`src/rtl/gtx_2p5g_pkg.sv`:
```
// Shared types and helpers for the GTX 2.5G channel reset sequencer.
//   state_e    : per-channel sequencer state (3-bit)
//   SYNC_DEPTH : flop count of the async-input synchronizers
//   clog2/max3 : elaboration-time width helpers
package gtx_2p5g_pkg;

   typedef enum logic [2:0] {
      S_RST       = 3'd0,
      S_WAIT_LOCK = 3'd1,
      S_RELEASE   = 3'd2,
      S_USERRDY   = 3'd3,
      S_READY     = 3'd4,
      S_FAULT     = 3'd5
   } state_e;

   localparam int unsigned SYNC_DEPTH = 2;

   // Bits needed to hold values 0..value-1, never less than one.
   function automatic int unsigned clog2(input int unsigned value);
      int unsigned width;
      width = 0;
      while ((64'd1 << width) < 64'(value)) width++;
      return (width == 0) ? 1 : width;
   endfunction

   function automatic int unsigned max3(input int unsigned a, input int unsigned b,
                                        input int unsigned c);
      int unsigned m;
      m = (a > b) ? a : b;
      return (m > c) ? m : c;
   endfunction

endpackage

```
`src/rtl/gtx_2p5g_chnl_rst_seq_if.sv`:
```
// GT-side signal bundle between the reset sequencer and the GTX channels.
//   pll_lock, tx_resetdone, rx_resetdone : status from the channels (async)
//   gt_txreset, gt_rxreset               : channel resets
//   txuserrdy, rxuserrdy                 : user-clock-ready strobes
// master = sequencer side, slave = transceiver side.
interface gtx_2p5g_chnl_rst_seq_if #(
   parameter int unsigned CHNL_NUM = 8
);

   logic [CHNL_NUM-1:0] pll_lock;
   logic [CHNL_NUM-1:0] tx_resetdone;
   logic [CHNL_NUM-1:0] rx_resetdone;
   logic [CHNL_NUM-1:0] gt_txreset;
   logic [CHNL_NUM-1:0] gt_rxreset;
   logic [CHNL_NUM-1:0] txuserrdy;
   logic [CHNL_NUM-1:0] rxuserrdy;

   modport master (
      input  pll_lock, tx_resetdone, rx_resetdone,
      output gt_txreset, gt_rxreset, txuserrdy, rxuserrdy
   );

   modport slave (
      output pll_lock, tx_resetdone, rx_resetdone,
      input  gt_txreset, gt_rxreset, txuserrdy, rxuserrdy
   );

endinterface

```
`src/rtl/gtx_2p5g_rst_seq_fsm.sv`:
```
// One-channel reset/user-ready sequencer.
//   sys_clk, rst_n     : system clock, async active-low reset
//   soft_reset         : level restart request (sys_clk domain)
//   pll_lock           : PLL lock, async, synchronized here
//   tx/rx_resetdone    : GT reset-done, async, synchronized here
//   gt_tx/rxreset      : GT resets (registered)
//   tx/rxuserrdy       : GT user-ready (registered)
//   chnl_ready         : channel up
//   chnl_fault         : retries exhausted, waiting for soft_reset
//   retry_cnt          : number of reset-done timeouts seen
module gtx_2p5g_rst_seq_fsm
   import gtx_2p5g_pkg::*;
#(
   parameter int unsigned RST_HOLD_CYC     = 16,
   parameter int unsigned USRCLK_WAIT_CYC  = 1024,
   parameter int unsigned DONE_TIMEOUT_CYC = 65536,
   parameter int unsigned MAX_RETRY        = 7,
   localparam int unsigned RW = clog2(MAX_RETRY + 1)
) (
   input  logic          sys_clk,
   input  logic          rst_n,
   input  logic          soft_reset,
   input  logic          pll_lock,
   input  logic          tx_resetdone,
   input  logic          rx_resetdone,
   output logic          gt_txreset,
   output logic          gt_rxreset,
   output logic          txuserrdy,
   output logic          rxuserrdy,
   output logic          chnl_ready,
   output logic          chnl_fault,
   output logic [RW-1:0] retry_cnt
);

   localparam int unsigned CW =
      clog2(max3(RST_HOLD_CYC, USRCLK_WAIT_CYC, DONE_TIMEOUT_CYC) + 1);

   // A state with terminal count N is left on its N-th cycle.
   localparam logic [CW-1:0] RST_TC  = CW'(RST_HOLD_CYC - 1);
   localparam logic [CW-1:0] USR_TC  = CW'(USRCLK_WAIT_CYC - 1);
   localparam logic [CW-1:0] DONE_TC = CW'(DONE_TIMEOUT_CYC - 1);
   localparam logic [RW-1:0] RETRY_MAX = RW'(MAX_RETRY);

   logic [SYNC_DEPTH-1:0] lock_sync_q, txdone_sync_q, rxdone_sync_q;
   logic                  lock_s, done_s;

   state_e        state_q, state_d;
   logic [CW-1:0] cnt_q, cnt_d;
   logic [RW-1:0] retry_q, retry_d;
   logic          resets_d, userrdy_d;

   always_ff @(posedge sys_clk or negedge rst_n) begin
      if (!rst_n) begin
         lock_sync_q   <= '0;
         txdone_sync_q <= '0;
         rxdone_sync_q <= '0;
      end else begin
         lock_sync_q   <= {lock_sync_q[SYNC_DEPTH-2:0], pll_lock};
         txdone_sync_q <= {txdone_sync_q[SYNC_DEPTH-2:0], tx_resetdone};
         rxdone_sync_q <= {rxdone_sync_q[SYNC_DEPTH-2:0], rx_resetdone};
      end
   end

   assign lock_s = lock_sync_q[SYNC_DEPTH-1];
   assign done_s = txdone_sync_q[SYNC_DEPTH-1] & rxdone_sync_q[SYNC_DEPTH-1];

   // Priority: soft_reset > pll loss > timeout > reset-done success.
   always_comb begin
      state_d = state_q;
      retry_d = retry_q;
      if (soft_reset) begin
         state_d = S_RST;
         retry_d = '0;
      end else begin
         case (state_q)
            S_RST:       if (cnt_q == RST_TC) state_d = S_WAIT_LOCK;
            S_WAIT_LOCK: if (lock_s) state_d = S_RELEASE;
            S_RELEASE: begin
               if (!lock_s)               state_d = S_RST;
               else if (cnt_q == USR_TC)  state_d = S_USERRDY;
            end
            S_USERRDY: begin
               if (!lock_s) begin
                  state_d = S_RST;
               end else if (cnt_q == DONE_TC) begin
                  // Done arriving on the terminal cycle is still a timeout.
                  if (retry_q == RETRY_MAX) begin
                     state_d = S_FAULT;
                  end else begin
                     retry_d = retry_q + 1'b1;
                     state_d = S_RST;
                  end
               end else if (done_s) begin
                  state_d = S_READY;
               end
            end
            S_READY:     if (!lock_s || !done_s) state_d = S_RST;
            S_FAULT:     state_d = S_FAULT;
            default:     state_d = S_RST;
         endcase
      end

      // Held soft_reset keeps the counter at zero so S_RST restarts its hold.
      if (soft_reset || (state_d != state_q)) begin
         cnt_d = '0;
      end else if (cnt_q == '1) begin
         cnt_d = cnt_q;
      end else begin
         cnt_d = cnt_q + 1'b1;
      end

      resets_d  = (state_d == S_RST) || (state_d == S_WAIT_LOCK) || (state_d == S_FAULT);
      userrdy_d = (state_d == S_USERRDY) || (state_d == S_READY);
   end

   always_ff @(posedge sys_clk or negedge rst_n) begin
      if (!rst_n) begin
         state_q    <= S_RST;
         cnt_q      <= '0;
         retry_q    <= '0;
         gt_txreset <= 1'b1;
         gt_rxreset <= 1'b1;
         txuserrdy  <= 1'b0;
         rxuserrdy  <= 1'b0;
         chnl_ready <= 1'b0;
         chnl_fault <= 1'b0;
      end else begin
         state_q    <= state_d;
         cnt_q      <= cnt_d;
         retry_q    <= retry_d;
         gt_txreset <= resets_d;
         gt_rxreset <= resets_d;
         txuserrdy  <= userrdy_d;
         rxuserrdy  <= userrdy_d;
         chnl_ready <= (state_d == S_READY);
         chnl_fault <= (state_d == S_FAULT);
      end
   end

   assign retry_cnt = retry_q;

endmodule

```
`src/rtl/gtx_2p5g_chnl_rst_seq.sv`:
```
// Multi-channel GTX 2.5G reset/user-ready sequencer.
//   sys_clk, rst_n : free-running system clock, async active-low reset
//   soft_reset     : per-channel restart request
//   gt             : GT-side bundle (lock/resetdone in, resets/userrdy out)
//   chnl_ready     : per-channel up
//   chnl_fault     : per-channel retries exhausted
//   retry_cnt      : per-channel timeout count, channel n at [n*RW +: RW]
//   all_ready      : registered AND of chnl_ready
module gtx_2p5g_chnl_rst_seq
   import gtx_2p5g_pkg::*;
#(
   parameter int unsigned CHNL_NUM         = 8,
   parameter int unsigned RST_HOLD_CYC     = 16,
   parameter int unsigned USRCLK_WAIT_CYC  = 1024,
   parameter int unsigned DONE_TIMEOUT_CYC = 65536,
   parameter int unsigned MAX_RETRY        = 7,
   localparam int unsigned RW = clog2(MAX_RETRY + 1)
) (
   input  logic                   sys_clk,
   input  logic                   rst_n,
   input  logic [CHNL_NUM-1:0]    soft_reset,
   gtx_2p5g_chnl_rst_seq_if.master gt,
   output logic [CHNL_NUM-1:0]    chnl_ready,
   output logic [CHNL_NUM-1:0]    chnl_fault,
   output logic [CHNL_NUM*RW-1:0] retry_cnt,
   output logic                   all_ready
);

   logic [CHNL_NUM-1:0] txreset_v, rxreset_v, txuserrdy_v, rxuserrdy_v;

   for (genvar i = 0; i < CHNL_NUM; i++) begin : g_chnl
      gtx_2p5g_rst_seq_fsm #(
         .RST_HOLD_CYC     (RST_HOLD_CYC),
         .USRCLK_WAIT_CYC  (USRCLK_WAIT_CYC),
         .DONE_TIMEOUT_CYC (DONE_TIMEOUT_CYC),
         .MAX_RETRY        (MAX_RETRY)
      ) u_fsm (
         .sys_clk      (sys_clk),
         .rst_n        (rst_n),
         .soft_reset   (soft_reset[i]),
         .pll_lock     (gt.pll_lock[i]),
         .tx_resetdone (gt.tx_resetdone[i]),
         .rx_resetdone (gt.rx_resetdone[i]),
         .gt_txreset   (txreset_v[i]),
         .gt_rxreset   (rxreset_v[i]),
         .txuserrdy    (txuserrdy_v[i]),
         .rxuserrdy    (rxuserrdy_v[i]),
         .chnl_ready   (chnl_ready[i]),
         .chnl_fault   (chnl_fault[i]),
         .retry_cnt    (retry_cnt[i*RW +: RW])
      );
   end

   assign gt.gt_txreset = txreset_v;
   assign gt.gt_rxreset = rxreset_v;
   assign gt.txuserrdy  = txuserrdy_v;
   assign gt.rxuserrdy  = rxuserrdy_v;

   always_ff @(posedge sys_clk or negedge rst_n) begin
      if (!rst_n) begin
         all_ready <= 1'b0;
      end else begin
         all_ready <= &chnl_ready;
      end
   end

endmodule

```
`src/flat_wrapper.sv`:
```
// flat-port wrapper written by rule: the top's interface ports become plain ports
module gtx_2p5g_chnl_rst_seq_flat import gtx_2p5g_pkg::*;
#(
   parameter int unsigned CHNL_NUM         = 8,
   parameter int unsigned RST_HOLD_CYC     = 16,
   parameter int unsigned USRCLK_WAIT_CYC  = 1024,
   parameter int unsigned DONE_TIMEOUT_CYC = 65536,
   parameter int unsigned MAX_RETRY        = 7,
   localparam int unsigned RW = clog2(MAX_RETRY + 1)
)
  (sys_clk, rst_n, soft_reset, chnl_ready, chnl_fault, retry_cnt, all_ready, gt_pll_lock, gt_tx_resetdone, gt_rx_resetdone, gt_gt_txreset, gt_gt_rxreset, gt_txuserrdy, gt_rxuserrdy);
  gtx_2p5g_chnl_rst_seq_if #(.CHNL_NUM(CHNL_NUM)) gt_i ();
  input  logic sys_clk;
  input  logic rst_n;
  input  logic [CHNL_NUM-1:0] soft_reset;
  output logic [CHNL_NUM-1:0] chnl_ready;
  output logic [CHNL_NUM-1:0] chnl_fault;
  output logic [CHNL_NUM*RW-1:0] retry_cnt;
  output logic all_ready;
  input wire logic [$bits(gt_i.pll_lock)-1:0] gt_pll_lock;
  input wire logic [$bits(gt_i.tx_resetdone)-1:0] gt_tx_resetdone;
  input wire logic [$bits(gt_i.rx_resetdone)-1:0] gt_rx_resetdone;
  output wire logic [$bits(gt_i.gt_txreset)-1:0] gt_gt_txreset;
  output wire logic [$bits(gt_i.gt_rxreset)-1:0] gt_gt_rxreset;
  output wire logic [$bits(gt_i.txuserrdy)-1:0] gt_txuserrdy;
  output wire logic [$bits(gt_i.rxuserrdy)-1:0] gt_rxuserrdy;
  assign gt_i.pll_lock = gt_pll_lock;
  assign gt_i.tx_resetdone = gt_tx_resetdone;
  assign gt_i.rx_resetdone = gt_rx_resetdone;
  assign gt_gt_txreset = gt_i.gt_txreset;
  assign gt_gt_rxreset = gt_i.gt_rxreset;
  assign gt_txuserrdy = gt_i.txuserrdy;
  assign gt_rxuserrdy = gt_i.rxuserrdy;
  gtx_2p5g_chnl_rst_seq #(.CHNL_NUM(CHNL_NUM), .RST_HOLD_CYC(RST_HOLD_CYC), .USRCLK_WAIT_CYC(USRCLK_WAIT_CYC), .DONE_TIMEOUT_CYC(DONE_TIMEOUT_CYC), .MAX_RETRY(MAX_RETRY)) u_core (.sys_clk(sys_clk), .rst_n(rst_n), .soft_reset(soft_reset), .gt(gt_i), .chnl_ready(chnl_ready), .chnl_fault(chnl_fault), .retry_cnt(retry_cnt), .all_ready(all_ready));
endmodule
```
`config.mk`:
```
export PLATFORM = sky130hd
export DESIGN_NAME = gtx_2p5g_chnl_rst_seq_flat
export DESIGN_NICKNAME = d
export VERILOG_FILES = /design/src/rtl/gtx_2p5g_pkg.sv /design/src/rtl/gtx_2p5g_chnl_rst_seq_if.sv /design/src/rtl/gtx_2p5g_rst_seq_fsm.sv /design/src/rtl/gtx_2p5g_chnl_rst_seq.sv /design/src/flat_wrapper.sv
export SDC_FILE = /design/constraint.sdc
export NUM_CORES = 1
export LEC_CHECK = 0
export CELL_PAD_IN_SITES_DETAIL_PLACEMENT = 0
export CELL_PAD_IN_SITES_GLOBAL_PLACEMENT = 1
export CORE_ASPECT_RATIO = 0.8
export CORE_MARGIN = 3
export CORE_UTILIZATION = 42
export DETAILED_ROUTE_END_ITERATION = 10
export PLACE_DENSITY = 0.81
export SYNTH_ARGS = -nofsm -noshare
export SYNTH_HDL_FRONTEND = slang
export SYNTH_SLANG_ARGS = --single-unit
```
`constraint.sdc`:
```
create_clock -name sys_clk -period 2.62 [get_ports sys_clk]
set_input_delay 0.524 -clock sys_clk [delete_from_list [all_inputs] [get_ports sys_clk]]
set_output_delay 0.524 -clock sys_clk [all_outputs]
set_load 0.02 [all_outputs]
```
==> metrics.cfg, run 1 <==
[setup_path]
crit_fanout = 12
start_kind = register
crit_path_end_kind = register
cp_cell_sequence = and4_1 -> nand3_1 -> nor4_4 -> ha_1 -> a21oi_1 -> a311o_1 -> o21bai_1 -> a21o_1 -> buf_12 -> nor2_1
max_stage_delay_ns = 0.42
cp.required_ns = 3.03
cp.arrival_ns = 2.90
path_class = register to register
cp_slowest_cell = dfrtp_1

[sta]
clock_skew_ns = 0.008071
tightest_slew_ns = 0.5582
fin_setup_tns_ns = 0
setup_viol = 0
finalHoldViolCount = 0
fmax_mhz = 402.7
min_period_ns = 2.483
slew_viol_final = 0
slew_headroom_pct = 62.44
fin_crit_sh_pct = 94.78

[clock_network]
tritoncts = yes
numCtsBuffers = 27
clock-sinks = 265
clockBufferDepth = 3
insertion_delay_ns = 0.52
root_buffer = clkbuf_16
cts.clk_slew.worst_paths_ns = 0.06
cts_max_level = 1

[power_and_ir_drop]
max-vdd-ir-drop_v = 0.0004161
p_total_mw = 8.647
powerDensity_mw_per_mm2 = 555.3
power.leakage_nw = 6.901

[final_layout]
layout.cells.non_filler = 1800
antennaDiodeCount = 0
layout.nets = 1447
drive_gt1_share_pct = 10.76
post-route-cell-area_sq_mm = 0.01557
syn_to_final_growth_pct = 20.50

[placed_design]
dp.cells = 1747
numPortBuffers = 106
placed_area_sq_mm = 0.01445
gp_congestion = 0.8156
hpwl_mm = 18.20

[floorplanning]
die_h_um = 162.9
row_count = 56
core-area_sq_mm = 0.02978
die_w_um = 202.1
io-pin-count = 107
start_util_pct = 43.40
die_area_sq_mm = 0.03292

[drt]
viasPerCell = 5.126
finalWirelength_mm = 25.82
antenna_left = 0
dr.first_iter.drc_count = 518
first_pass_iters = 4
drc_errors = 0
vias = 9226
post_drt_wl_per_cell_um = 14.34

[synth]
synth.cell_area_sq_mm = 0.01292
synth_warnings = 0
yosysSeqAreaShare_pct = 51.39
ys_ff_latch = 265
synth.distinct_cells = 65
syn-mean-instance-area_sq_um = 10.15
synthCells = 1273
async_flop_share_pct = 100.0
postSynthNetCount = 1347
synth_edf_count = 0
ys.flop_type = dfrtp_1

[job]
cap_violations = 0

[global_route]
grt_first_pass_wirelength_mm = 43.73
antenna_found_initial = 0
grt_overflow_total = 0
grt_pass1_vias = 8782
grt_max_degree = 66
grt_usage_pct = 15.52

[hold_path]
hold_class = register to register

[run_status]
status = complete, no violations

-- report_power, final --
part           total, mW  switching (mW)  internal [mW]
clock               4.10            1.57           2.53
combinational      0.332           0.195          0.136
sequential          4.21          0.0523           4.16
-- synthesized netlist by cell type, drive strengths merged, types with 35 or more instances --
master | count | area, sq um
nor4 | 35 | 219.0
clkbuf | 38 | 142.6
nor3 | 60 | 300.3
nand2 | 73 | 274.0
ha | 40 | 500.5
dfrtp | 257 | 6431
nor2 | 201 | 754.5
nand3 | 42 | 210.2
xnor2 | 60 | 525.5
xor2 | 64 | 560.5
a21oi | 37 | 185.2
buf | 54 | 395.4
inv | 36 | 135.1
-- worst max-delay path, delay by kind of cell, from the launching register on --
kind | cells | cell delay [ns]
adder cells (fa/ha/maj) | 1 | 0.25
flip-flops | 1 | 0.42
AO/OA/AOI/OAI | 4 | 0.73
AND/OR/NAND/NOR | 4 | 0.83
buffers and inverters | 1 | 0.14
-- stage by stage --
stage	util, %	setup WS, ns	hold WS (ns)
finish	52.29	0.1368	0.3439
global route	52.29	-0.07604	0.3540
CTS	51.81	0.009020	0.3491
detailed placement	48.51	-0.0007103	0.3362
global placement	48.51	0.08032	0.3332
floorplan	-	0.01805	0.2284
-- cell families after synthesis --
logic type | after synthesis | synth area share [%]
xor+xnor | 124 | 8.404
fa+ha+maj | 40 | 3.873
simple gates | 570 | 22.46
mux | 31 | 2.449
compound gates | 115 | 6.216
buf+inv | 128 | 5.209
flops | 265 | 51.39
-- sequential cells by signal (all words and copies together), names as in the netlist --
signal and count:
u_core.g_chnl.u_fsm.rxdone_sync_q 16, u_core.g_chnl.u_fsm.cnt_q 136, u_core.g_chnl.u_fsm.chnl_ready 8, u_core.g_chnl.u_fsm.chnl_fault 8, u_core.g_chnl.u_fsm.txdone_sync_q 16, u_core.all_ready 1
u_core.g_chnl.u_fsm.lock_sync_q 16, u_core.g_chnl.u_fsm.state_q 24, u_core.g_chnl.u_fsm.gt_rxreset 8, u_core.g_chnl.u_fsm.retry_cnt 24, u_core.g_chnl.u_fsm.rxuserrdy 8
-- cell type report --
cell class              count  area [sq um]
fillers                  2695         14210
well taps                 406         508.0
repair buffers            163          1572
multi-input cells         880          5744
clock buffers              35         755.7
clock inverters            15         214.0
inverters                  36         135.1
flip-flops and latches    265          6644
-- metal layers --
| layer | global-route usage, % | up-vias | routed length, um |
|---|---|---|---|
| met2 | 23.91 | 107 | 11580 |
| met3 | 2.398 | 26 | 783 |
| met5 | 0 | - | 0 |
| met4 | 3.274 | 0 | 483 |
| met1 | 23.38 | 4524 | 12970 |
| li1 | - | 4569 | - |
-- what timing repair did --
item	CTS	global route
gates resized for setup	1	25
endpoints found under the setup margin	12	87
hold endpoints to repair	51	0
pin swaps	0	5
hold buffers	1	0
buffers inserted	0	2
-- layout by cell type (no fill, tap or decap), types with 8 or more instances in the layout --
cell type | synthesis | layout
clkbuf_16 | 0 | 27
nor2_1 | 201 | 201
nor4_1 | 35 | 29
nand2_1 | 73 | 73
nor3_1 | 60 | 59
nor2b_1 | 24 | 24
ha_1 | 40 | 37
dfstp_2 | 8 | 8
a21o_1 | 12 | 12
xnor2_1 | 60 | 60
clkdlybuf4s50_1 | 0 | 105
mux2i_1 | 26 | 26
inv_1 | 36 | 36
a21oi_1 | 37 | 33
nand4_1 | 31 | 31
and4_1 | 12 | 12
o21ai_0 | 14 | 14
buf_4 | 48 | 50
nand3_1 | 42 | 42
and3_1 | 12 | 12
dfrtp_1 | 257 | 255
nand2b_1 | 17 | 17
xor2_1 | 64 | 64
-- final timing paths --
kind / start / to / slack, ns / depth (start not counted)
worst max-delay path: u_core.g_chnl[0].u_fsm.cnt_q[7]$_DFFE_PN0P_ / u_core.g_chnl[0].u_fsm.cnt_q[7]$_DFFE_PN0P_ / 0.14 / 10
worst min-delay path: u_core.g_chnl[7].u_fsm.lock_sync_q[0]$_DFF_PN0_ / u_core.g_chnl[7].u_fsm.lock_sync_q[1]$_DFF_PN0_ / 0.34 / 0
worst max register to register: u_core.g_chnl[0].u_fsm.cnt_q[7]$_DFFE_PN0P_ / u_core.g_chnl[0].u_fsm.cnt_q[7]$_DFFE_PN0P_ / 0.14 / 10
worst min register to register: u_core.g_chnl[7].u_fsm.lock_sync_q[0]$_DFF_PN0_ / u_core.g_chnl[7].u_fsm.lock_sync_q[1]$_DFF_PN0_ / 0.34 / 0
max in group asynchronous: rst_n / u_core.g_chnl[7].u_fsm.cnt_q[6]$_DFFE_PN0P_ / 1.32 / 3
min in group asynchronous: rst_n / u_core.g_chnl[4].u_fsm.retry_cnt[0]$_DFFE_PN0P_ / 0.53 / 2
Note: power is estimated with default switching activity, not from simulation.
==> inputs of run 2 (changes only) <==
CELL_PAD_IN_SITES_DETAIL_PLACEMENT = 1   (was 0)
CELL_PAD_IN_SITES_GLOBAL_PLACEMENT = 2   (was 1)
CORE_UTILIZATION = 34   (was 42)
PLACE_DENSITY = 0.8   (was 0.81)
==> run 2 against run 1 <==
Compared with the run above:
- global-route usage rose by 0.32 points
- hold slack better by 0.0032 ns
- total power rose by 2.9%
- combinational power up 6.9%
- critical path type unchanged
- highest routed layer unchanged
- clock power grew 5.6%
==> metrics.cfg, run 2 (same netlist as run 1, synthesis figures left out) <==
[final_layout]
largest_register = u_core.g_chnl.u_fsm.cnt_q  ; unchanged
syn_to_final_growth_pct = 23.04  ; was 20.50%
nFillCells = 4161  ; was 2695
antennaDiodeCount = 0  ; unchanged
final_common_cell = dfrtp_1  ; unchanged
post-route-cell-area_sq_mm = 0.01590  ; was 0.01557 sq mm
layout.cells.non_filler = 1906  ; was 1800
largest_register_ffs = 136  ; unchanged
layout.nets = 1473  ; was 1447
final_cell_mix = dfrtp_1, nor2_1, clkdlybuf4s50_1  ; unchanged
drive_gt1_share_pct = 12.33  ; was 10.76%

[drt]
post_drt_wl_per_cell_um = 16.65  ; was 14.34 um
first_pass_iters = 4  ; unchanged
vias = 9568  ; was 9226
antenna_left = 0  ; unchanged
drc_errors = 0  ; unchanged
dr.first_iter.drc_count = 423  ; was 518
finalWirelength_mm = 31.74  ; was 25.82 mm
viasPerCell = 5.020  ; was 5.126

[setup_path]
crit_fanout = 6  ; was 12
ff2ff_path_depth = 9  ; was 10
path_class = register to register  ; unchanged
cp.required_ns = 3.05  ; was 3.03 ns
start_kind = register  ; unchanged
crit_path_end_kind = register  ; unchanged
cp.arrival_ns = 2.94  ; was 2.90 ns

[clock_network]
root_buffer = clkbuf_16  ; unchanged
numCtsBuffers = 29  ; was 27
cts.clk_slew.worst_paths_ns = 0.06  ; about the same
cts_max_level = 1  ; unchanged
clockBufferDepth = 3  ; unchanged
insertion_delay_ns = 0.55  ; was 0.52 ns
tritoncts = yes  ; unchanged
clock-sinks = 265  ; unchanged

[floorplanning]
die_w_um = 224.0  ; was 202.1 um
row_count = 63  ; was 56
io-pin-count = 107  ; unchanged
core-area_sq_mm = 0.03728  ; was 0.02978 sq mm
start_util_pct = 34.66  ; was 43.40%
die_area_sq_mm = 0.04040  ; was 0.03292 sq mm
die_h_um = 180.4  ; was 162.9 um

[sta]
fin_crit_sh_pct = 95.52  ; was 94.78%
fmax_mhz = 399.6  ; was 402.7 MHz
rsz0062_at_grt = true
holdWs_ns = 0.3471  ; was 0.3439 ns
clock_skew_ns = 0.006356  ; was 0.008071 ns
setup_ws_ns = 0.1175  ; was 0.1368 ns
setup_viol = 0  ; unchanged
tightest_slew_ns = 0.5752  ; was 0.5582 ns
finalHoldViolCount = 0  ; unchanged
min_period_ns = 2.503  ; was 2.483 ns
slew_headroom_pct = 61.11  ; was 62.44%
slew_viol_final = 0  ; unchanged

[power_and_ir_drop]
max-vdd-ir-drop_v = 0.0003305  ; was 0.0004161 V
powerDensity_mw_per_mm2 = 559.6  ; was 555.3 mW/mm^2
power.leakage_nw = 7.030  ; was 6.901 nW
p_total_mw = 8.899  ; was 8.647 mW

[hold_path]
whs_path_depth = 0  ; unchanged
hold_class = register to register  ; unchanged

[global_route]
grt_overflow_total = 0  ; unchanged
grt_max_degree = 67  ; was 66
grt_usage_pct = 15.85  ; was 15.52%
grt_first_pass_wirelength_mm = 53.49  ; was 43.73 mm
antenna_found_initial = 0  ; unchanged
grt_pass1_vias = 10239  ; was 8782

[run_status]
status = complete, no violations  ; unchanged

[placed_design]
gp_congestion = 0.7993  ; was 0.8156
pre_cts_ws_ns = -0.1075  ; was -0.0007103 ns
placed_area_sq_mm = 0.01470  ; was 0.01445 sq mm
dp.cells = 1847  ; was 1747
numPortBuffers = 106  ; unchanged
hpwl_mm = 22.60  ; was 18.20 mm

[job]
cap_violations = 0  ; unchanged

[run 2: where the power goes]
group,total (mW),leakage [nW],internal (mW),switching [mW]
clock,4.33,0.496,2.65,1.68
combinational,0.355,2.99,0.143,0.212
sequential,4.21,3.55,4.16,0.0549
[run 2: area by class of cell]
| class | count | area (sq um) | area share (%) |
|---|---|---|---|
| multi-input combinational | 880 | 5749 | 36.16 |
| timing repair buffer | 187 | 1764 | 11.09 |
| tap | 487 | 609.3 | 3.832 |
| clock buffer | 38 | 809.5 | 5.091 |
| sequential | 265 | 6641 | 41.77 |
| inverter | 36 | 135.1 | 0.8498 |
| clock inverter | 13 | 192.7 | 1.212 |
[run 2: what timing repair did]
item                                    4_1_cts  5_1_grt
gates resized for setup                       4       22
pin swaps                                     0        8
endpoints found under the setup margin       17       83
hold buffers                                  1        0
endpoints found under the hold margin        41        0
setup buffers                                 0        7
[run 2: metal layers]
layer  wire [um]  GRT usage [%]  up-vias
met3         871          2.427       41
met2       15100          26.77      102
met4         701          3.606        0
li1            -              -     4596
met5           0              0        -
met1       15070          21.54     4829
[run 2: critical path, stage by stage, from the launching register on]
cell and delay, ns:
dfrtp_1 0.44, nand4_1 0.23, nor3_2 0.23, and4_1 0.24, ha_1 0.21, nor2b_1 0.20
a311oi_1 0.06, a21o_1 0.21, a21oi_2 0.20, mux2_2 0.36
[run 2: stage by stage]
step           TNS, ns  utilization [%]
6_report             0            42.65
3_5_place_dp    -1.672            39.43
5_1_grt        -0.6209            42.65
3_3_place_gp         0            39.43
4_1_cts              0            42.20
2_1_floorplan        0                -
[run 2: path summary, 6_finish.rpt]
kind,from,end,slack (ns)
max in group asynchronous,rst_n,u_core.g_chnl[0].u_fsm.gt_rxreset$_DFF_PN1_,1.41
min in group asynchronous,rst_n,u_core.g_chnl[4].u_fsm.state_q[2]$_DFF_PN0_,0.48
min reg2reg,u_core.g_chnl[2].u_fsm.lock_sync_q[0]$_DFF_PN0_,u_core.g_chnl[2].u_fsm.lock_sync_q[1]$_DFF_PN0_,0.35
max reg2reg,u_core.g_chnl[7].u_fsm.cnt_q[7]$_DFFE_PN0P_,u_core.g_chnl[7].u_fsm.rxuserrdy$_DFF_PN0_,0.12
max,u_core.g_chnl[7].u_fsm.cnt_q[7]$_DFFE_PN0P_,u_core.g_chnl[7].u_fsm.rxuserrdy$_DFF_PN0_,0.12
min,u_core.g_chnl[2].u_fsm.lock_sync_q[0]$_DFF_PN0_,u_core.g_chnl[2].u_fsm.lock_sync_q[1]$_DFF_PN0_,0.35
==> inputs of run 3 (changes only) <==
CELL_PAD_IN_SITES_DETAIL_PLACEMENT = default   (was 1)
CELL_PAD_IN_SITES_GLOBAL_PLACEMENT = default   (was 2)
CORE_UTILIZATION = 53   (was 34)
PLACE_DENSITY = 0.81   (was 0.8)
==> run 3 against run 2 <==
Compared with the run above:
- setup slack improved by 0.0082 ns
- largest cell class unchanged
- routed wire length decreased by 21%
- critical endpoint unchanged
- highest routed layer unchanged
- flip-flop and latch count unchanged
==> metrics.cfg, run 3 (same netlist as run 1, synthesis figures left out) <==
[drt]
drc_errors = 0  ; unchanged
dr.first_iter.drc_count = 518  ; was 423
antenna_left = 0  ; unchanged
first_pass_iters = 5  ; was 4
vias = 9290  ; was 9568
post_drt_wl_per_cell_um = 14.85  ; was 16.65 um
finalWirelength_mm = 25.23  ; was 31.74 mm
viasPerCell = 5.468  ; was 5.020

[sta]
setup_ws_ns = 0.1256  ; was 0.1175 ns
finalHoldViolCount = 0  ; unchanged
setup_viol = 0  ; unchanged
fmax_mhz = 400.9  ; was 399.6 MHz
clock_skew_ns = 0.008159  ; was 0.006356 ns
fin_setup_tns_ns = 0  ; unchanged
min_period_ns = 2.494  ; was 2.503 ns
slew_headroom_pct = 56.15  ; was 61.11%
fin_crit_sh_pct = 95.20  ; was 95.52%
tightest_slew_ns = 0.6517  ; was 0.5752 ns
holdWs_ns = 0.3441  ; was 0.3471 ns
slew_viol_final = 0  ; unchanged

[final_layout]
layout.nets = 1441  ; was 1473
layout.cells.non_filler = 1699  ; was 1906
final_common_cell = dfrtp_1  ; unchanged
antennaDiodeCount = 0  ; unchanged
fin_util_pct = 64.90  ; was 42.65%
syn_to_final_growth_pct = 19.07  ; was 23.04%
largest_register_ffs = 136  ; unchanged
largest_register = u_core.g_chnl.u_fsm.cnt_q  ; unchanged
final_cell_mix = dfrtp_1, nor2_1, clkdlybuf4s50_1  ; unchanged
drive_gt1_share_pct = 10.17  ; was 12.33%
nFillCells = 1795  ; was 4161

[floorplanning]
die_area_sq_mm = 0.02631  ; was 0.04040 sq mm
die_h_um = 145.7  ; was 180.4 um
start_util_pct = 54.51  ; was 34.66%
row_count = 50  ; was 63
die_w_um = 180.6  ; was 224.0 um
core-area_sq_mm = 0.02371  ; was 0.03728 sq mm
io-pin-count = 107  ; unchanged

[setup_path]
crit_fanout = 6  ; unchanged
path_delay_family = simple AND/OR/NAND/NOR gates  ; unchanged
max_stage_delay_ns = 0.43  ; was 0.44 ns
worst-path-buf-inv = 0  ; unchanged
start_kind = register  ; unchanged
cp.arrival_ns = 2.89  ; was 2.94 ns
cp_cell_sequence = nand4_1 -> nor3_2 -> and4_1 -> ha_1 -> nor2b_1 -> a311oi_1 -> a21o_1 -> a21oi_2 -> mux2_2  ; unchanged
cp_slowest_cell = dfrtp_1  ; unchanged
crit_path_end_kind = register  ; unchanged
cp.required_ns = 3.01  ; was 3.05 ns
path_class = register to register  ; unchanged

[global_route]
grt_usage_pct = 19.09  ; was 15.85%
grt_overflow_total = 0  ; unchanged
grt_pass1_vias = 9150  ; was 10.24k
antenna_found_initial = 0  ; unchanged
grt_max_degree = 81  ; was 67
grt_first_pass_wirelength_mm = 43.47  ; was 53.49 mm

[power_and_ir_drop]
power.leakage_nw = 6.836  ; was 7.030 nW
max-vdd-ir-drop_v = 0.0003914  ; was 0.0003305 V
powerDensity_mw_per_mm2 = 560.3  ; was 559.6 mW/mm^2

[hold_path]
hold_class = register to register  ; unchanged

[placed_design]
gp_congestion = 0.8613  ; was 0.7993
pre_cts_ws_ns = -0.04849  ; was -0.1075 ns
dp.cells = 1648  ; was 1847
hpwl_mm = 17.56  ; was 22.60 mm
numPortBuffers = 106  ; unchanged

[clock_network]
cts.clk_slew.worst_paths_ns = 0.06  ; about the same
clock-sinks = 265  ; unchanged
tritoncts = yes  ; unchanged
numCtsBuffers = 26  ; was 29
clockBufferDepth = 3  ; unchanged
insertion_delay_ns = 0.52  ; was 0.55 ns
root_buffer = clkbuf_16  ; unchanged
cts_max_level = 1  ; unchanged

[job]
cap_violations = 0  ; unchanged

[run_status]
status = complete, no violations  ; unchanged

-- run 3: layout make-up --
type / count / area, sq um / area share [%]
tap: 312 / 390.4 / 2.537
timing repair buffer: 158 / 1546 / 10.05
clock buffer: 36 / 779.5 / 5.065
clock inverter: 12 / 185.2 / 1.203
sequential: 265 / 6643 / 43.17
inverter: 36 / 135.1 / 0.8781
multi-input combinational: 880 / 5709 / 37.10
-- run 3: report_power, final --
part           internal [mW]  switching, mW  leakage [nW]  total (mW)
Combinational          0.138          0.198          2.81       0.335
Sequential              4.16         0.0517          3.54        4.21
Clock                   2.56           1.51         0.483        4.08
-- run 3: path summary, 6_finish.rpt --
path                                                                   startpoint                                                 to  slack, ns  cells past startpoint
worst max-delay path                  u_core.g_chnl[7].u_fsm.cnt_q[7]$_DFFE_PN0P_         u_core.g_chnl[7].u_fsm.rxuserrdy$_DFF_PN0_       0.13                      9
worst min-delay path            u_core.g_chnl[4].u_fsm.txdone_sync_q[0]$_DFF_PN0_  u_core.g_chnl[4].u_fsm.txdone_sync_q[1]$_DFF_PN0_       0.34                      0
worst max register to register        u_core.g_chnl[7].u_fsm.cnt_q[7]$_DFFE_PN0P_         u_core.g_chnl[7].u_fsm.rxuserrdy$_DFF_PN0_       0.13                      9
worst min register to register  u_core.g_chnl[4].u_fsm.txdone_sync_q[0]$_DFF_PN0_  u_core.g_chnl[4].u_fsm.txdone_sync_q[1]$_DFF_PN0_       0.34                      0
max in group asynchronous                                                   rst_n        u_core.g_chnl[5].u_fsm.gt_rxreset$_DFF_PN1_       1.32                      3
min in group asynchronous                                                   rst_n        u_core.g_chnl[4].u_fsm.state_q[1]$_DFF_PN0_       0.50                      2
-- run 3: stage by stage --
stage | cell area [sq um] | power (mW)
final | 15390 | 8.622
after global routing | 15390 | 8.955
after CTS | 15300 | 8.741
after detailed placement | 14300 | 4.622
after global placement | 14300 | 4.610
after floorplan | 12930 | 4.409
-- run 3: per-layer routing --
layer,routed length (um),up-vias,track usage (%)
met4,648,0,5.409
met3,1012,44,2.924
met1,11920,4497,27.47
met2,11650,204,30.47
li1,-,4545,-
met5,0,-,0
-- run 3: what timing repair did --
action,CTS,global route
hold buffers,1,0
gates resized for setup,4,16
buffers inserted,0,2
pin swaps,0,6
endpoints found under the hold margin,46,0
setup endpoints to repair,17,66
==> variant: new RTL, flow settings as in run 1 <==
`CHNL_NUM` is set to 8 in 3 places; all go to 16.
--- a/src/rtl/gtx_2p5g_chnl_rst_seq_if.sv
+++ b/src/rtl/gtx_2p5g_chnl_rst_seq_if.sv
@@ -6,3 +6,3 @@
 interface gtx_2p5g_chnl_rst_seq_if #(
-   parameter int unsigned CHNL_NUM = 8
+   parameter int unsigned CHNL_NUM = 16
 );
--- a/src/rtl/gtx_2p5g_chnl_rst_seq.sv
+++ b/src/rtl/gtx_2p5g_chnl_rst_seq.sv
@@ -11,3 +11,3 @@
 #(
-   parameter int unsigned CHNL_NUM         = 8,
+   parameter int unsigned CHNL_NUM         = 16,
    parameter int unsigned RST_HOLD_CYC     = 16,
--- a/src/flat_wrapper.sv
+++ b/src/flat_wrapper.sv
@@ -3,3 +3,3 @@
 #(
-   parameter int unsigned CHNL_NUM         = 8,
+   parameter int unsigned CHNL_NUM         = 16,
    parameter int unsigned RST_HOLD_CYC     = 16,
Interface: changed (11 resized); port bits go from 107 to 211. No check against the original RTL was run, so the function may have changed too.
==> variant against run 1 <==
The run now ends with negative setup slack left; setup slack lost 190 ps; routed wire length up 120%; total power grew 96%; final area rose by 100%; sequential cell count is 264 higher; area after synthesis grew 100%; hold slack got worse by 3.6 ps; sequential power rose by 100%.
==> variant: results (changes against run 1) <==
Synth cell types 74 (+14%); CTS Buf Count 54 (+100%); GR Util met3 3.43% (+1.0 points); global-route usage over all layers 17.4% (+1.8 points); HP Start u_core.g_chnl[12].u_fsm.txdone_sync_q[0]$_DFF_PN0_; Setup Crit Path Kind register to register; Fin Setup TNS -399 ps (-399 ps); multi-input gate count 1789 (+100%); Crit Reg-Reg Endpoint u_core.g_chnl[6].u_fsm.cnt_q[9]$_DFFE_PN0P_; inverters 73 (+100%); routed length per instance 15.5 µm (+7.8%); ANT cells 1 (+1); first-pass GRT wire length 94.9 mm (+120%); Non-CTS buffers 376 (+130%); VDD IR max 0.425 mV (+2.0%); Synth Area in Compound Gates 6.12% (-0.094 points); Synth Area in XOR/XNOR 8.62% (+0.22 points); initial antenna violation count 2 (+2); Leakage Power 13.8 nW (+99%); met2 WL 25.5 mm (+120%); vias 19099 (+110%); postcts setup bufs 2 (+2); hold_ws 340 ps (-3.57 ps); worst clock skew 15.6 ps (+7.55 ps); Fillers 5262 (+95%); FF+latch count, synth 529 (+100%); Adder-Cell Fraction of Synth Area 3.88% (+0.0081 points); top sig layer met5; mux contribution to synthesized area 2.22% (-0.23 points); buffering overhead 11.2% (+1.1 points); layout cell share with drive strength beyond 1 13.1% (+2.3 points); starting DRC count in detailed routing 1343 (+160%); final setup vio count 10 (+10); multi-input logic portion of the cell area 37.0% (+0.099 points); synth top area cells dfrtp_1 50%, nor2_1 6.4%, xnor2_1 4.9%, ha_1 3.9%, xor2_1 3.7%; Clk Latency, worst-skew pair 610 ps (+90 ps); reg-to-reg startpoint u_core.g_chnl[6].u_fsm.cnt_q[1]$_DFFE_PN0P_; Worst Path Max Fanout 8 (-4); met3 wire len 3.06 mm (+290%); DP HPWL 39.7 mm (+120%); CTS H-Tree Depth 2 (+1); grt met2 use 27.1% (+3.2 points); reg2reg path depth 10 (unchanged); Largest register FFs 272 (+100%); met1 Usage GRT 25.0% (+1.6 points); Layout Nets 2969 (+110%); Gate power share 4.2% (+0.4 points); Pint 13.2 mW (+93%); Clock-cell share 5.75% (-0.48 points); failing checks negative setup slack; status finished with violations; met1 wire length 27.4 mm (+110%); final setup margin -56.9 ps (-194 ps); Resize count post-CTS 8 (+7); Max-slew headroom 60.6% (-1.8 points); Post-synth top cells 513 x dfrtp_1, 440 x nor2_1, 144 x nand2_1, 144 x xnor2_1, 110 x xor2_1; Seq group 8.41 mW (+100%)
## variant: per-stage QoR
step / cell area [µm²] / std cells / worst slack, ps / power [mW] / utilization, %
floorplan: 25900 / 2555 / 2.82 / 8.81 / -
global placement: 29200 / 3572 / -73.2 / 9.22 / 48.6
detailed placement: 29200 / 3572 / -100 / 9.25 / 48.6
CTS: 31100 / 3676 / -68.0 / 17.3 / 51.7
global route: 31600 / 3688 / -163 / 17.7 / 52.5
finish: 31600 / 3689 / -56.9 / 17.0 / 52.5
## variant: cell families after synthesis
family / after synthesis
adders and majority gates: 80
muxes: 56
buffers and inverters: 238
AOI/OAI and AO/OA: 231
and+or+nand+nor: 1167
DFF: 529
xor gates and xnor gates: 254
## variant: worst max-delay path, cell delays in order, from the launching register on
cell     delay (ps)
dfrtp_1         400
ha_4            170
nand3_4          80
nor4_4          280
ha_2            220
and3b_1         180
or4b_4          530
a21bo_4         220
a22o_4          250
buf_12          160
nor3_2          100
